File: src/rtl/vga_timing_out.sv
// Raster timing generator with a one-pixel registered output stage for the overlay RGB bus.
// Output latency is one pixel period; no backpressure, the DAC consumes one pixel on every pix_ce edge.
module vga_timing_out #(
   parameter int          H_ACTIVE = 640,
   parameter int          H_FP     = 16,
   parameter int          H_SYNC   = 96,
   parameter int          H_BP     = 48,
   parameter int          V_ACTIVE = 480,
   parameter int          V_FP     = 10,
   parameter int          V_SYNC   = 2,
   parameter int          V_BP     = 33,
   parameter logic        SYNC_POL = 1'b0,
   parameter int          CLK_DIV  = 1,
   parameter logic [23:0] BG_RGB   = 24'h000000
) (
   input  logic        clk,
   input  logic        rst,
   output logic [9:0]  pix_x,
   output logic [9:0]  pix_y,
   output logic        pix_ce,
   input  logic [7:0]  bus_r,
   input  logic [7:0]  bus_g,
   input  logic [7:0]  bus_b,
   output logic [7:0]  vga_r,
   output logic [7:0]  vga_g,
   output logic [7:0]  vga_b,
   output logic        vga_hs,
   output logic        vga_vs,
   output logic        vga_de,
   output logic        line_start,
   output logic        frame_start,
   output logic [15:0] frame_count
);

   localparam int H_TOTAL = H_ACTIVE + H_FP + H_SYNC + H_BP;
   localparam int V_TOTAL = V_ACTIVE + V_FP + V_SYNC + V_BP;

   localparam logic [9:0] H_LAST     = 10'(H_TOTAL - 1);
   localparam logic [9:0] V_LAST     = 10'(V_TOTAL - 1);
   localparam logic [9:0] H_ACT_END  = 10'(H_ACTIVE);
   localparam logic [9:0] V_ACT_END  = 10'(V_ACTIVE);
   localparam logic [9:0] HS_START   = 10'(H_ACTIVE + H_FP);
   localparam logic [9:0] HS_END     = 10'(H_ACTIVE + H_FP + H_SYNC);
   localparam logic [9:0] VS_START   = 10'(V_ACTIVE + V_FP);
   localparam logic [9:0] VS_END     = 10'(V_ACTIVE + V_FP + V_SYNC);
   localparam logic [1:0] DIV_LAST   = 2'(CLK_DIV - 1);

   logic [1:0]  div_cnt_q, div_cnt_d;
   logic [9:0]  h_cnt_q, h_cnt_d;
   logic [9:0]  v_cnt_q, v_cnt_d;
   logic [23:0] rgb_q, rgb_d;
   logic        hs_q, hs_d;
   logic        vs_q, vs_d;
   logic        de_q, de_d;
   logic        line_start_q, line_start_d;
   logic        frame_start_q, frame_start_d;
   logic [15:0] frame_count_q, frame_count_d;

   logic        h_wrap, v_wrap, in_hs, in_vs, de_next;
   logic [23:0] bus_rgb;

   assign pix_ce = (div_cnt_q == DIV_LAST);

   always_comb begin
      h_wrap        = (h_cnt_q == H_LAST);
      v_wrap        = (v_cnt_q == V_LAST);
      in_hs         = (h_cnt_q >= HS_START) && (h_cnt_q < HS_END);
      in_vs         = (v_cnt_q >= VS_START) && (v_cnt_q < VS_END);
      de_next       = (h_cnt_q < H_ACT_END) && (v_cnt_q < V_ACT_END);
      bus_rgb       = {bus_r, bus_g, bus_b};

      div_cnt_d     = pix_ce ? 2'd0 : div_cnt_q + 2'd1;
      h_cnt_d       = h_cnt_q;
      v_cnt_d       = v_cnt_q;
      rgb_d         = rgb_q;
      hs_d          = hs_q;
      vs_d          = vs_q;
      de_d          = de_q;
      line_start_d  = pix_ce && h_wrap;
      frame_start_d = pix_ce && h_wrap && v_wrap;
      frame_count_d = frame_start_d ? frame_count_q + 16'd1 : frame_count_q;

      if (pix_ce) begin
         h_cnt_d = h_wrap ? 10'd0 : h_cnt_q + 10'd1;
         if (h_wrap) begin
            v_cnt_d = v_wrap ? 10'd0 : v_cnt_q + 10'd1;
         end
         // All three come from the same counter snapshot, so geometry and syncs stay aligned.
         de_d = de_next;
         hs_d = in_hs ? SYNC_POL : ~SYNC_POL;
         vs_d = in_vs ? SYNC_POL : ~SYNC_POL;
         if (!de_next) begin
            rgb_d = 24'h000000;
         end else if (bus_rgb == 24'h000000) begin
            rgb_d = BG_RGB;
         end else begin
            rgb_d = bus_rgb;
         end
      end
   end

   always_ff @(posedge clk) begin
      if (rst) begin
         div_cnt_q     <= 2'd0;
         h_cnt_q       <= 10'd0;
         v_cnt_q       <= 10'd0;
         rgb_q         <= 24'h000000;
         hs_q          <= ~SYNC_POL;
         vs_q          <= ~SYNC_POL;
         de_q          <= 1'b0;
         line_start_q  <= 1'b0;
         frame_start_q <= 1'b0;
         frame_count_q <= 16'd0;
      end else begin
         div_cnt_q     <= div_cnt_d;
         h_cnt_q       <= h_cnt_d;
         v_cnt_q       <= v_cnt_d;
         rgb_q         <= rgb_d;
         hs_q          <= hs_d;
         vs_q          <= vs_d;
         de_q          <= de_d;
         line_start_q  <= line_start_d;
         frame_start_q <= frame_start_d;
         frame_count_q <= frame_count_d;
      end
   end

   assign pix_x       = h_cnt_q;
   assign pix_y       = v_cnt_q;
   assign vga_r       = rgb_q[23:16];
   assign vga_g       = rgb_q[15:8];
   assign vga_b       = rgb_q[7:0];
   assign vga_hs      = hs_q;
   assign vga_vs      = vs_q;
   assign vga_de      = de_q;
   assign line_start  = line_start_q;
   assign frame_start = frame_start_q;
   assign frame_count = frame_count_q;

endmodule

File: config.mk
export PLATFORM = sky130hd
export DESIGN_NAME = vga_timing_out
export DESIGN_NICKNAME = d
export VERILOG_FILES = /design/src/rtl/vga_timing_out.sv
export SDC_FILE = /design/constraint.sdc
export NUM_CORES = 1
export LEC_CHECK = 0
export CAP_MARGIN = 15
export CORE_MARGIN = 2
export CORE_UTILIZATION = 41
export CTS_CLUSTER_DIAMETER = 60
export DETAILED_ROUTE_END_ITERATION = 6
export GPL_TIMING_DRIVEN = 0
export PLACE_DENSITY = 0.76
export SYNTH_ARGS = -nofsm -noshare
export SYNTH_HDL_FRONTEND = slang
export SYNTH_SLANG_ARGS = --single-unit
export TNS_END_PERCENT = 30
File: constraint.sdc
create_clock -name clk -period 1.8 [get_ports clk]
set_input_delay 0.18 -clock clk [delete_from_list [all_inputs] [get_ports clk]]
set_output_delay 0.18 -clock clk [all_outputs]
set_load 0.02 [all_outputs]
## Word level (Yosys, flattened, before mapping)

Index checks and enable logic that the tools add are counted.

| operators by class | value |
|---|---|
| add/subtract/negate cells | 4 |
| order comparisons | 6 |
| reductions and logical operators | 9 |
| mux-type cells | 6 |
| equal/unequal tests | 2 |

Operators with widths:

| cell | number |
|---|---|
| $mux W24 | 2 |
| $logic_not A24 Y1 | 1 |
| $add A10 B1 Y10 const B | 2 |
| $eq A10 B10 Y1 const B | 2 |
| $lt A10 B10 Y1 const B | 2 |
| $lt A10 B9 Y1 const B | 2 |
| $mux W10 | 2 |
| $add A16 B1 Y16 const B | 1 |
| $ge A10 B10 Y1 const B | 1 |
| $ge A10 B9 Y1 const B | 1 |
| $logic_and A1 B1 Y1 | 5 |
| $add A2 B1 Y2 const B | 1 |
| $logic_not A2 Y1 | 1 |
| $mux W1 | 2 |
| $reduce_and A2 Y1 | 1 |
| $reduce_or A2 Y1 | 1 |

| storage, ports and cells | value |
|---|---|
| output and inout port bits | 66 |
| input bits | 26 |
| register bits | 67 |
| logic and storage cells | 37 |

## Longest topological paths before layout

Gate-level depths: netlist of the first run.

| logic depth | value |
|---|---|
| word-level depth | 3 |
| gate-level depth with buffers | 9 |
| mapped depth without buffers | 7 |

## Worst setup path before layout of the first run

No wires, ideal clock.

| timing | value |
|---|---|
| kind | register -> register |
| start point | register h_cnt_q[0] (netlist: pix_x[0]) |
| end point | register frame_count_q[11] (netlist: frame_count[11]) |
| setup time | 71 ps |
| buffers on the path | 0 |
| cell stages (with the launch flop) | 7 |
| setup slack | -359 ps |
| data arrival time | 2088 ps |
| cells stage by stage | dfxtp_1 -> ha_1 -> and4_4 -> nand3_4 -> or4_4 -> or3_1 -> a21oi_1 |

| on the way | value |
|---|---|
| cells in the longest elaborated chain, start to end | 3 |

RTL lines:

| element | line | text |
|---|---|---|
| start: declaration | 49 | `logic [9:0] h_cnt_q, h_cnt_d;` |
| start signal: assignment | 116 | `h_cnt_q <= h_cnt_d;` |
| $eq A10 B10 Y1 | 65 | `h_wrap = (h_cnt_q == H_LAST);` |
| $logic_and A1 B1 Y1 (2 in a row) | 80 | `frame_start_d = pix_ce && h_wrap && v_wrap;` |
| end signal: assignment | 124 | `frame_count_q <= frame_count_d;` |
| end: declaration | 57 | `logic [15:0] frame_count_q, frame_count_d;` |

Every way passes these cells.
A chain may end at the register's enable or synchronous reset.

## Worst setup path after layout of the first run

| timing | value |
|---|---|
| start point | register v_cnt_q[0] (netlist: pix_y[0]) |
| end point | register frame_count_q[13] (netlist: frame_count[13]) |

| on the way | value |
|---|---|
| cells in the longest elaborated chain, start to end | 2 |

RTL lines:

| element | line | text |
|---|---|---|
| start: declaration | 50 | `logic [9:0] v_cnt_q, v_cnt_d;` |
| start signal: assignment | 117 | `v_cnt_q <= v_cnt_d;` |
| $eq A10 B10 Y1 | 66 | `v_wrap = (v_cnt_q == V_LAST);` |
| $logic_and A1 B1 Y1 | 80 |  |

Every way passes these cells.

==> flow_summary.ini, run 1 <==
[synthesis]
synthFlopType = dfxtp_1
syn_area_um2 = 2780
synth-xor-area-share = 0.08506
synth_seq_cells = 67
avgSynthCellArea_um2 = 9.521
synth_seq_area_share = 0.4824
synth_fp_nets = 325
ys_async_sr_fraction = 0
synth_compound_area_frac = 0.1139
synth_edf_count = 0
synth_mux_area_frac = 0.01170
synthDistinctLibCells = 42
yosys.area_share.simple = 0.2381
ys_warn_count = 0
syn_inst = 292
yosys.area_share.adder = 0.03150
synth_top_family_by_area = simple AND/OR/NAND/NOR gates

[detailed_routing]
num_vias = 2549
wirelength_mm = 7.111
dr.pass1.iters = 4
avgRoutedWirePerCell_um = 14.66
drt_first_iter_violations = 110
ant_nets = 0
via_per_inst = 5.256
drc = 0

[critical_path]
reg2regPathDepth = 7
arrival_ns = 2.27
cp_max_fo = 7
cp-end-kind = flip-flop
crit_required_ns = 2.06
path_class = flip-flop to flip-flop
rrSetupSlack_ns = -0.21
cp-start-kind = flip-flop

[timing]
rsz0062_at_grt = yes
skew_ns = 0.006251
setup_viol = 17
setup_ws_ns = -0.2093
final.setup.tns_ns = -2.008
finalCritPeriodShare = 1.116
min_period_ns = 2.009
tightestPinTransition_ns = 0.5542
slew_headroom = 0.6271
slew_violations = 0
finalHoldViolCount = 0
max_freq_mhz = 497.7

[pwr]
worst_ir_drop_vdd_mv = 0.4860
p_switching_mw = 0.7051
p_int_mw = 2.514
p_leak_nw = 1.538
p_seq_frac = 0.479
combPwrFrac = 0.082
power_density_nw_per_um2 = 772.0
power_switching_share = 0.2191
p_clk_frac = 0.438

[grt]
grt_pass1_vias = 2494
antenna_found_initial = 0
grt_max_degree = 12
grt_pass1_wl_mm = 11.60
grt_util_all_layers = 0.1958
grt_overflow = 0

[floorplanning]
boundaryPins = 92
start_util = 0.4161
core_region_area_um2 = 6681
dieArea_um2 = 7455
rows = 30
dieHeight_um = 86.35
die_w_um = 86.35

[placement]
io_buffers = 91
dp.cells = 463
hpwlAfterDp_mm = 5.001
place_area_um2 = 3830
pre_cts_slack_ns = -0.2597
place.gp.congestion = 0.7578

[clock_network]
cts_root_buffer = clkbuf_8
cts_hold_buffers = 0
cts_tree = done
cts_max_path_buffers = 2
cts_buffers = 9
clk_latency_ns = 0.33
cts_sinks = 67
clkTransAtPathRegs_ns = 0.07
cts-htree-levels = 3

[status]
failed_checks = setup timing
status = complete, but fails checks

[min_path]
whs_path_depth = 1
hp-class = flip-flop to flip-flop

[layout]
final_cell_area_um2 = 4169
nNetsFinal = 433
syn_to_final_growth_pct = 49.96
utilization = 0.6240
num_antenna_cells = 0
stdcell_count = 485
post_route_cells_drive_above_1_share = 0.1457
fill_cells = 568

[flow_run]
drv_cap = 0
## registers in the layout, summed over array words and instances, names as in the netlist
name         cells
line_start       1
vga_de           1
frame_count     16
vga_hs           1
rgb_q           24
div_cnt_q        2
frame_start      1
pix_y           10
pix_x           10
vga_vs           1
## area by class of cell
| type | instances | area, µm² | share of cell area |
|---|---|---|---|
| multi-input cells | 198 | 1405 | 0.3370 |
| clock inverters | 4 | 72.57 | 0.01741 |
| flip-flops and latches | 67 | 1360 | 0.3262 |
| well taps | 80 | 100.1 | 0.02401 |
| plain buffers | 14 | 68.82 | 0.01651 |
| repair buffers | 97 | 955.9 | 0.2293 |
| inverters | 13 | 51.30 | 0.01230 |
| clock buffers | 12 | 155.1 | 0.03721 |
## critical path: stages, from the launching register on
cell and delay [ns]:
dfxtp_4 0.35, inv_4 0.06, ha_1 0.14, and4bb_1 0.23
nand4_4 0.17, or4_4 0.53, or3_1 0.32, a21oi_1 0.13
## routing by layer
metal / share of wire / GRT usage
met4: 0.0087 / 0.05966
met1: 0.42 / 0.2408
met3: 0.083 / 0.06667
met5: 0 / 0
met2: 0.49 / 0.3245
## cells in the mapped netlist (2+ instances only)
cell,number,area (µm²)
dfxtp_1,67,1341
mux2_2,2,22.52
a22o_1,24,210.2
xnor2_1,15,131.4
nand4_1,12,75.07
buf_2,2,10.01
nand2_1,13,48.80
buf_1,2,7.510
nor2b_1,3,18.77
nand3_1,8,40.04
nor2_1,31,116.4
ha_1,7,87.58
and2_1,3,18.77
nor3_1,13,65.06
nor4_1,14,87.58
inv_1,13,48.80
a21oi_1,5,25.02
or3_1,2,12.51
clkbuf_1,10,37.54
o21ai_0,5,25.02
xor2_1,12,105.1
and3_1,8,50.05
nand2b_1,2,12.51
## cells by family after synthesis
logic type,after synthesis
AO/OA/AOI/OAI,41
AND/OR/NAND/NOR,120
flip-flops,67
XOR/XNOR,27
adder cells (fa/ha/maj),7
buffers and inverters,27
multiplexers,3
## metrics by stage
step	total power [mW]	hold slack, ns
6_report	3.219	0.4469
5_1_grt	3.334	0.4702
4_1_cts	3.246	0.4535
3_5_place_dp	1.842	0.4414
3_3_place_gp	1.839	0.4326
2_1_floorplan	1.686	0.3057
## path summary, 6_finish.rpt
check,start,to
min reg2reg,div_cnt_q[0]$_SDFF_PP0_,div_cnt_q[0]$_SDFF_PP0_
max,pix_y[0]$_SDFFE_PP0P_,frame_count[13]$_SDFFE_PP0P_
min,div_cnt_q[0]$_SDFF_PP0_,div_cnt_q[0]$_SDFF_PP0_
max reg2reg,pix_y[0]$_SDFFE_PP0P_,frame_count[13]$_SDFFE_PP0P_
## power by group through the flow
stage,logic [mW],registers [mW],clock network (mW)
after floorplan,0.0643,1.62,0
after global placement,0.260,1.58,0
after detailed placement,0.263,1.58,0
after CTS,0.266,1.54,1.44
after global routing,0.284,1.55,1.50
final,0.264,1.54,1.41
## what timing repair did
action | 4_1_cts | 5_1_grt
buffers inserted | 6 | 0
gates cloned | 0 | 0
endpoints found under the setup margin | 46 | 39
resized for setup | 19 | 3
pin swaps | 0 | 0
## cells in the final DEF, fill, tap and decap left out, types with 9 or more instances in the layout
| cell | n |
|---|---|
| clkbuf_8 | 11 |
| nand2_1 | 13 |
| a22o_1 | 24 |
| xor2_1 | 12 |
| inv_1 | 10 |
| dfxtp_1 | 60 |
| clkdlybuf4s50_1 | 91 |
| nor2_1 | 29 |
| nand4_1 | 12 |
| nor4_1 | 9 |
| xnor2_1 | 15 |
| nor3_1 | 13 |
(Power assumes the default switching activity.)
==> run 2, diff against run 1 <==
MAX_ROUTING_LAYER = met4   (was unset)
==> flow_summary.ini, run 2 (same netlist as run 1, synthesis figures left out) <==
[critical_path]
cpPeakStageDelay_ns = 0.53
cp.buffers_inverters = 1
cp-end-kind = flip-flop
arrival_ns = 2.27
cp_max_fo = 7
crit_required_ns = 2.06
path_class = flip-flop to flip-flop
cp-start-kind = flip-flop
slowest_stage = or4_4
cp_top_family = simple AND/OR/NAND/NOR gates
path_cells = inv_4 > ha_1 > and4bb_1 > nand4_4 > or4_4 > or3_1 > a21oi_1
rrSetupSlack_ns = -0.21

[placement]
io_buffers = 91
hpwlAfterDp_mm = 5.001
dp.cells = 463
place.gp.congestion = 0.7677

[floorplanning]
boundaryPins = 92
rows = 30
die_w_um = 86.35
core_region_area_um2 = 6681
dieArea_um2 = 7455
start_util = 0.4161
dieHeight_um = 86.35

[timing]
tightestPinTransition_ns = 0.5483
slew_violations = 0
rsz0062_at_grt = yes
max_freq_mhz = 498.4
finalCritPeriodShare = 1.115
final.setup.tns_ns = -1.960
setup_viol = 17
min_period_ns = 2.007
finalHoldViolCount = 0
slew_headroom = 0.6311
setup_ws_ns = -0.2066
skew_ns = 0.005248

[layout]
final_cell_mix = clkdlybuf4s50_1, dfxtp_1, nor2_1
syn_to_final_growth_pct = 49.96
nNetsFinal = 433
largest_reg_flops = 24
layout_commonest_cell = clkdlybuf4s50_1
top_register = rgb_q
stdcell_count = 485
post_route_cells_drive_above_1_share = 0.1457
num_antenna_cells = 0
fill_cells = 568

[detailed_routing]
ant_nets = 0
dr.pass1.iters = 4
wirelength_mm = 7.081
drt_first_iter_violations = 103
avgRoutedWirePerCell_um = 14.60
num_vias = 2540
via_per_inst = 5.237
drc = 0

[grt]
grt_max_degree = 12
grt_overflow = 0
antenna_found_initial = 0
grt_pass1_wl_mm = 11.61
grt_pass1_vias = 2494
grt_util_all_layers = 0.2014

[clock_network]
cts_tree = done
cts-htree-levels = 3
clkTransAtPathRegs_ns = 0.07
cts_buffers = 9
cts_max_path_buffers = 2
clk_latency_ns = 0.33
cts_sinks = 67
cts_hold_buffers = 0
cts_root_buffer = clkbuf_8

[pwr]
worst_ir_drop_vdd_mv = 0.4865
power_density_nw_per_um2 = 771.1
p_leak_nw = 1.538

[status]
status = complete, but fails checks
failed_checks = setup timing

[flow_run]
drv_cap = 0

[min_path]
hp-class = flip-flop to flip-flop
-- run 2: worst paths after layout --
path,end,cells after the start,start
setup / recovery,frame_count[13]$_SDFFE_PP0P_,7,pix_y[0]$_SDFFE_PP0P_
hold / removal,div_cnt_q[0]$_SDFF_PP0_,1,div_cnt_q[0]$_SDFF_PP0_
setup reg to reg,frame_count[13]$_SDFFE_PP0P_,7,pix_y[0]$_SDFFE_PP0P_
hold reg to reg,div_cnt_q[0]$_SDFF_PP0_,1,div_cnt_q[0]$_SDFF_PP0_
-- run 2: timing repair --
item,in CTS,in global routing
setup buffers,6,0
gates resized for setup,19,3
endpoints found under the setup margin,46,39
-- run 2: per-layer routing --
layer	track usage	vias to the layer above	share of wire
met1	0.2485	1191	0.44
met2	0.3231	84	0.48
li1	-	1258	-
met5	-	-	0
met3	0.05524	7	0.068
met4	0.05966	0	0.0089
-- run 2: through the flow --
stage	hold slack, ns	area, µm²	setup WS [ns]	total power, mW	utilization
6_report	0.4470	4169	-0.2066	3.215	0.6240
5_1_grt	0.4702	4169	-0.3017	3.334	0.6240
4_1_cts	0.4535	4167	-0.2076	3.246	0.6236
3_5_place_dp	0.4414	3830	-0.2597	1.842	0.5732
3_3_place_gp	0.4326	3830	-0.2395	1.839	0.5732
2_1_floorplan	0.3057	2819	-0.1224	1.686	-
-- run 2: layout make-up --
cell class                      count  area (µm²)  area share
Buffer                             14       68.82     0.01651
Clock buffer                       12       155.1     0.03721
Clock inverter                      4       72.57     0.01741
Inverter                           13       51.30     0.01230
Multi-Input combinational cell    198        1405      0.3370
Sequential cell                    67        1360      0.3262
Tap cell                           80       100.1     0.02401
Timing Repair Buffer               97       955.9      0.2293
-- run 2: worst register-to-register path, cell delays in order (launching register included) --
cell and delay, ns:
dfxtp_4 0.35, inv_4 0.06, ha_1 0.14, and4bb_1 0.23, nand4_4 0.17, or4_4 0.53
or3_1 0.32, a21oi_1 0.13
-- run 2: where the power goes --
part / leakage (nW) / switching (mW) / total, mW / internal [mW]
Combinational: 0.873 / 0.121 / 0.264 / 0.143
Clock: 0.113 / 0.553 / 1.41 / 0.854
Sequential: 0.552 / 0.0271 / 1.54 / 1.52
Total: 1.54 / 0.701 / 3.21 / 2.51
==> run 3, diff against run 2 <==
CORE_MARGIN = 1   (was 2)
==> flow_summary.ini, run 3 (same netlist as run 1, synthesis figures left out) <==
[clock_network]
cts_tree = done
cts_max_path_buffers = 2
cts_buffers = 9
cts_hold_buffers = 0
cts_root_buffer = clkbuf_8
cts-htree-levels = 3
cts_sinks = 67
clk_latency_ns = 0.35
clkTransAtPathRegs_ns = 0.07

[placement]
place_area_um2 = 3826
dp.cells = 460
place.gp.congestion = 0.8111
pre_cts_slack_ns = -0.2476
hpwlAfterDp_mm = 4.939
io_buffers = 91

[grt]
grt_max_degree = 12
antenna_found_initial = 0
grt_util_all_layers = 0.2189
grt_pass1_vias = 2432
grt_overflow = 0
grt_pass1_wl_mm = 11.87

[detailed_routing]
drt_first_iter_violations = 109
drc = 5
wirelength_mm = 7.155
avgRoutedWirePerCell_um = 14.63
ant_nets = 0
via_per_inst = 5.321
dr.pass1.iters = 6
num_vias = 2602

[pwr]
p_clk_frac = 0.429
p_seq_frac = 0.484
p_int_mw = 2.465
p_switching_mw = 0.7219
power_switching_share = 0.2265
p_leak_nw = 1.635
combPwrFrac = 0.087
worst_ir_drop_vdd_mv = 0.6550
power_density_nw_per_um2 = 738.8

[critical_path]
cpPeakStageDelay_ns = 0.54
crit_required_ns = 2.08
cp-start-kind = flip-flop
cp_max_fo = 6
cp-end-kind = flip-flop
slowest_stage = or4_4
path_class = flip-flop to flip-flop
path_cells = inv_4 > ha_4 > and4bb_1 > nand4_4 > or4_4 > or3_1 > a21oi_1
arrival_ns = 2.26

[layout]
num_antenna_cells = 0
fill_cells = 520
largest_reg_flops = 24
final_cell_area_um2 = 4313
stdcell_count = 489
nNetsFinal = 440
final_cell_mix = clkdlybuf4s50_1, dfxtp_1, nor2_1
syn_to_final_growth_pct = 55.13
top_register = rgb_q
post_route_cells_drive_above_1_share = 0.1942
layout_commonest_cell = clkdlybuf4s50_1

[timing]
skew_ns = 0.006391
slew_violations = 0
tightestPinTransition_ns = 0.4870
finalCritPeriodShare = 1.098
min_period_ns = 1.976
slew_headroom = 0.6753
finalHoldViolCount = 0
setup_viol = 4
rsz0062_at_grt = yes
max_freq_mhz = 506.0
setup_ws_ns = -0.1762
final.setup.tns_ns = -0.4301

[floorplanning]
die_w_um = 84.35
start_util = 0.4305
core_region_area_um2 = 6459
dieArea_um2 = 7114
rows = 29
dieHeight_um = 84.35
boundaryPins = 92

[flow_run]
drv_cap = 0

[min_path]
hp-class = flip-flop to flip-flop

[status]
status = complete, but fails checks
failed_checks = DRC, setup timing
[run 3: cell types whose count changed in the layout (fill, tap and decap cells not counted), moves of 3 or more]
cell and delta:
nor4_1 -3, buf_4 +9, nor3_1 -3, nor4_4 +3
nor3_2 +3
[run 3: cell type report]
class	instances	area (µm²)	share of cell area
Multi-Input combinational cell	198	1494	0.3464
Sequential cell	67	1361	0.3156
Timing Repair Buffer	106	1025	0.2376
Clock buffer	13	180.2	0.04178
Tap cell	77	96.34	0.02234
Buffer	12	62.56	0.01451
Inverter	13	51.30	0.01189
Clock inverter	3	42.54	0.009864
[run 3: final timing paths]
path | slack [ns] | startpoint | cells past startpoint | endpoint
setup / recovery | -0.18 | pix_y[0]$_SDFFE_PP0P_ | 7 | frame_count[11]$_SDFFE_PP0P_
hold / removal | 0.42 | div_cnt_q[0]$_SDFF_PP0_ | 1 | div_cnt_q[0]$_SDFF_PP0_
setup reg to reg | -0.18 | pix_y[0]$_SDFFE_PP0P_ | 7 | frame_count[11]$_SDFFE_PP0P_
hold reg to reg | 0.42 | div_cnt_q[0]$_SDFF_PP0_ | 1 | div_cnt_q[0]$_SDFF_PP0_
[run 3: per-stage QoR]
stage	power (mW)	util	hold WS, ns
floorplan	1.686	-	0.3057
global placement	1.839	0.5924	0.4297
detailed placement	1.841	0.5924	0.4382
CTS	3.210	0.6523	0.4162
global route	3.294	0.6678	0.4349
finish	3.186	0.6678	0.4154
[run 3: worst max-delay path, delay by kind of cell (launching register included)]
kind            cells  cell delay, ns
buf+inv             1            0.06
flops               1            0.35
compound gates      1            0.12
simple gates        4            1.27
fa+ha+maj           1            0.12
[run 3: power by group through the flow]
stage               clock [mW]  sequential [mW]  combinational [mW]
floorplan                    0             1.62              0.0643
global placement             0             1.58               0.260
detailed placement           0             1.58               0.263
CTS                       1.40             1.54               0.273
global route              1.46             1.55               0.294
finish                    1.37             1.54               0.277
[run 3: timing repair]
item	4_1_cts	5_1_grt
setup buffers	11	4
pin swaps	2	2
endpoints found under the setup margin	46	49
gates resized for setup	22	23
[run 3: per-layer routing]
layer  track usage  vias up  routed length (µm)
met2        0.3599      104                3333
met5             -        -                   0
met3       0.06588       10                 557
met1        0.2503     1213                3153
li1              -     1275                   -
met4       0.08783        0                 111
